===== config.mk =====
export PLATFORM = sky130hd
export DESIGN_NAME = countdown_32_sync
export DESIGN_NICKNAME = d
export VERILOG_FILES = /design/src/rtl/countdown_32_sync_pkg.sv /design/src/rtl/dffe_ref_rise_sync.sv /design/src/rtl/countdown_32_sync.sv
export SDC_FILE = /design/constraint.sdc
export NUM_CORES = 1
export LEC_CHECK = 0
export CORE_AREA = 2 2 46 66
export CTS_CLUSTER_SIZE = 12
export DETAILED_ROUTE_END_ITERATION = 8
export DIE_AREA = 0 0 48 68
export PLACE_DENSITY = 0.54
export SYNTH_ARGS = -nofsm -noshare
export SYNTH_HDL_FRONTEND = slang
export SYNTH_HIERARCHICAL = 1
export SYNTH_SLANG_ARGS = --single-unit

===== constraint.sdc =====
create_clock -name clk -period 2.51 [get_ports clk]
set_input_delay 0.251 -clock clk [delete_from_list [all_inputs] [get_ports clk]]
set_output_delay 0.251 -clock clk [all_outputs]
set_load 0.01 [all_outputs]

===== src/rtl/countdown_32_sync_pkg.sv =====
// Shared definitions for the countdown_32_sync block: state encoding,
// default count width and the load-target helper.
package countdown_32_sync_pkg;

    localparam int unsigned CD_WIDTH = 5;

    typedef enum logic [1:0] {
        IDLE = 2'b00,
        RUN  = 2'b01,
        DONE = 2'b10
    } state_t;

    // A load of zero has nothing to count, so it reports completion at once.
    function automatic state_t load_target(input logic is_zero);
        return is_zero ? DONE : RUN;
    endfunction

endpackage


===== src/rtl/dffe_ref_rise_sync.sv =====
// Single-bit rising-edge flop with enable and synchronous clear;
// clear wins over enable.
module dffe_ref_rise_sync (
    input  logic clk,
    input  logic en,
    input  logic clr,
    input  logic d,
    output logic q
);

    always_ff @(posedge clk) begin
        if (clr) begin
            q <= 1'b0;
        end else if (en) begin
            q <= d;
        end
    end

endmodule


===== src/rtl/countdown_32_sync.sv =====
// Loadable down-counter with IDLE/RUN/DONE sequencing, a busy flag and a
// one-cycle done pulse; all state lives in dffe_ref_rise_sync bit cells.
module countdown_32_sync
    import countdown_32_sync_pkg::*;
#(
    parameter int unsigned WIDTH = CD_WIDTH
) (
    input  logic             clk,
    input  logic             rst,
    input  logic             en,
    input  logic             load,
    input  logic [WIDTH-1:0] load_val,
    output logic [WIDTH-1:0] out,
    output logic             busy,
    output logic             done
);

    logic [1:0]       state_q;
    logic [1:0]       state_d;
    logic [WIDTH-1:0] count_q;
    logic [WIDTH-1:0] count_d;
    logic             count_en;
    logic             load_zero;

    assign load_zero = (load_val == '0);

    always_comb begin
        state_d  = IDLE;
        count_d  = count_q;
        count_en = 1'b0;
        case (state_q)
            IDLE: begin
                if (load) begin
                    count_d  = load_val;
                    count_en = 1'b1;
                    state_d  = load_target(load_zero);
                end else begin
                    state_d  = IDLE;
                end
            end
            RUN: begin
                if (load) begin
                    count_d  = load_val;
                    count_en = 1'b1;
                    state_d  = load_target(load_zero);
                end else if (en) begin
                    // Zero count in RUN should never occur; hold at 0 and finish.
                    if (count_q == '0) begin
                        state_d  = DONE;
                    end else begin
                        count_d  = count_q - WIDTH'(1);
                        count_en = 1'b1;
                        state_d  = (count_q == WIDTH'(1)) ? DONE : RUN;
                    end
                end else begin
                    state_d  = RUN;
                end
            end
            DONE: begin
                if (load) begin
                    count_d  = load_val;
                    count_en = 1'b1;
                    state_d  = load_target(load_zero);
                end else begin
                    state_d  = IDLE;
                end
            end
            default: begin
                state_d  = IDLE;
            end
        endcase
    end

    for (genvar i = 0; i < WIDTH; i++) begin : g_count
        dffe_ref_rise_sync u_bit (
            .clk (clk),
            .en  (count_en),
            .clr (rst),
            .d   (count_d[i]),
            .q   (count_q[i])
        );
    end

    for (genvar i = 0; i < 2; i++) begin : g_state
        dffe_ref_rise_sync u_bit (
            .clk (clk),
            .en  (1'b1),
            .clr (rst),
            .d   (state_d[i]),
            .q   (state_q[i])
        );
    end

    assign out  = count_q;
    assign busy = (state_q == RUN);
    assign done = (state_q == DONE);

endmodule

==> key figures <==
Critical path
  • Slowest-stage cell, CP: or4b_4
  • Worst Setup SP: g_count[0].u_bit/q$_SDFFE_PP0P_
  • Critical path fanouts, max: 6
  • CP Capture Type: flop
  • Crit-path most repeated cell: nor2_1
  • Worst R2R Start: g_count[0].u_bit/q$_SDFFE_PP0P_
  • Flop-to-flop setup slack: slightly below 0.5 ns
  • Crit Path Class: reg -> reg
  • Crit path largest cell delay: slightly below 0.5 ns
  • Worst r2r dst: g_count[2].u_bit/q$_SDFFE_PP0P_
  • CP Depth: 7
  • Worst Path Buf+Inv: 1
  • Critical Path, Cell by Cell: inv_1, ha_1, or4b_4, a31oi_1, nor2_1, mux2i_1, nor2_1
  • Critical path arrival: 2.13 ns
  • Cell count of the worst reg-to-reg path: 7
  • Crit path to: g_count[2].u_bit/q$_SDFFE_PP0P_
  • CP delay by family, top: simple AND/OR/NAND/NOR gates
  • Crit path required time: roughly 2.6 ns
  • Crit start category: flop

Clocking
  • # resized after CTS: 0
  • Clk root buf: clkbuf_8
  • CTS buffer count: 3
  • Hold Buf Count CTS: 0
  • CTS tree: built
  • Worst-Skew Late Latency: 0.22 ns
  • Clock tree sinks: 7
  • Clock Path Buffers: 2
  • Setup repair bufs after CTS: 0
  • H-tree levels: 1
  • Clock-pin slew on the worst setup and hold paths: 0.04 ns

Synth
  • Post-Syn Instances: 77
  • Post-synthesis cell area: about 640 sq um
  • Register area share after synthesis: 21.8%
  • Number of synthesized flops with an enable pin: 0
  • Yosys cell types: 31
  • Yosys warns: 6
  • Synth Register Bits: 7
  • Top_reg_cell synth: dfxtp_1
  • Average size of a mapped cell: 8.35 sq um
  • FFs w/ async S/R, synth: 0%

GRT
  • Largest net degree at the start of global routing: 14
  • Antenna violations before repair: 0
  • Gr ovfl total: 0
  • First-pass GRT wire length: ~2700 um
  • Tot GR Track Use: 11.9%
  • Number of global-route vias before repair: 605

STA
  • Clock Skews: 0.00193 ns
  • Worst hold slack: 0.613 ns
  • Post-layout min period: 2.03 ns
  • Fmax: 493 MHz
  • Relative slew slack: between 60% and 70%
  • TNS Setup: 0 ns
  • Pins Over Slew Limit: 0
  • Worst-margin pin slew: between 0.5 and 0.6 ns
  • Period utilisation layout: 80.8%
  • Final setup fails: 0
  • Post-route setup slack: 0.482 ns
  • RSZ-0062 raised after global routing: no
  • Final-report hold violation count: 0

Final layout
  • Final core occ: 32.4%
  • Layout Cells excl Fill: 132
  • FILL cells: 293
  • Most frequent cells in the layout: 15 x clkdlybuf4s50_1, 12 x nor2_1, 11 x mux2i_1
  • Diode count: 0
  • Area Growth Syn to Fin: 37.5%
  • Fraction of layout cells with a size suffix above 1: 10.5%
  • Total Nets Final: approximately 110
  • Commonest non-fill, non-tap cell in the layout: clkdlybuf4s50_1

Die
  • Die Y: 68 um
  • Starting density of the core: 23.5%
  • Chip Width: 48 um
  • Full die area: 3260 sq um
  • Core area: around 2700 sq um
  • Row count: 23
  • Top Ports: 16

Power
  • Pwr per Cell Area: 486 nW/um^2
  • P_leak: 0.357 nW
  • Max VDD drop: 0.231 mV

Status
  • Status: complete, no violations

Route
  • DRT antenna net count: 0
  • Avg WL per Cell: 13.2 um
  • Residual DRC: 0
  • Drt total wl: 1740 um
  • Vias: 628
  • First-pass DRT Iterations: 4
  • DR vias/cell: roughly 4.8
  • Initial DRC Count: 5

Placed design
  • Post-DP HPWL: between 1000 and 1500 um
  • Placed cells: between 100 and 150
  • Number of port buffers: 15
  • Worst slack, placed: 0.320 ns
  • Gpl congestion: around 0.83

Hold path
  • Min-delay src: g_count[0].u_bit/q$_SDFFE_PP0P_
  • Hold Crit Class: reg -> reg
  • Hold Path Stages: 2

Flow run
  • Max cap viols: 0
## how the worst min path moves through the flow
stage | endpoint | slack [ns]
2_1_floorplan | g_count[0].u_bit/q$_SDFFE_PP0P_ | 0.32
3_3_place_gp | g_count[0].u_bit/q$_SDFFE_PP0P_ | 0.60
3_5_place_dp | g_count[0].u_bit/q$_SDFFE_PP0P_ | 0.61
4_1_cts | g_count[0].u_bit/q$_SDFFE_PP0P_ | 0.62
5_1_grt | g_count[0].u_bit/q$_SDFFE_PP0P_ | 0.66
6_report | g_count[0].u_bit/q$_SDFFE_PP0P_ | 0.61
## area by class of cell
| class | count | area [sq um] | share of cell area, % |
|---|---|---|---|
| Clock buffer | 4 | 45.0 | 5.09 |
| Inverter | 6 | 22.5 | 2.55 |
| Multi-Input combinational cell | 62 | 473 | 53.5 |
| Sequential cell | 7 | 140 | 15.8 |
| Tap cell | 37 | 46.3 | 5.23 |
| Timing Repair Buffer | 16 | 158 | 17.8 |
## synthesized netlist by cell type, types with 2 or more instances
cell type | n | share of area (%)
nor3b_1 | 2 | 2.3
mux2i_1 | 11 | 17
a32oi_1 | 3 | 4.1
nor2_1 | 12 | 7.0
nand3_1 | 2 | 1.6
xnor2_1 | 2 | 2.7
inv_1 | 6 | 3.5
nand2_1 | 3 | 1.8
dfxtp_1 | 7 | 22
clkbuf_1 | 2 | 1.2
ha_1 | 3 | 5.8
o221ai_1 | 5 | 6.8
## cells by family after synthesis
group           synth area share [%]
simple gates                    22.2
fa+ha+maj                       5.84
mux                             17.1
other cells                    0.583
buf+inv                         5.25
flops                           21.8
xor+xnor                        4.09
compound gates                  23.2
## power by group
part / switching [mW] / internal [mW] / leakage [nW] / total (mW)
clock: 0.0456 / 0.110 / 0.0228 / 0.155
sequential: 0.0195 / 0.120 / 0.0576 / 0.140
combinational: 0.0615 / 0.0729 / 0.277 / 0.134
total: 0.127 / 0.303 / 0.357 / 0.430
## registers in the layout, summed over array words and instances (netlist names)
register,flops
g_count.u_bit/q,5
g_state.u_bit/q,2
## per-stage QoR
step	instance area, sq um	power (mW)
6_report	885	0.430
5_1_grt	885	0.454
4_1_cts	885	0.434
3_5_place_dp	840	0.276
3_3_place_gp	840	0.276
2_1_floorplan	647	0.221
## worst min-delay path, stage by stage (launching register included)
cell	delay, ns
dfxtp_1	0.36
mux2i_1	0.15
nor2_1	0.05
## metal layers
layer	up-vias	track usage, %	part of all wire, %
li1	325	-	-
met1	282	14.0	43
met2	17	18.8	51
met3	4	2.90	4.0
met4	0	6.76	1.9
met5	-	0	0
No activity file was read; power rests on OpenSTA's default activity.
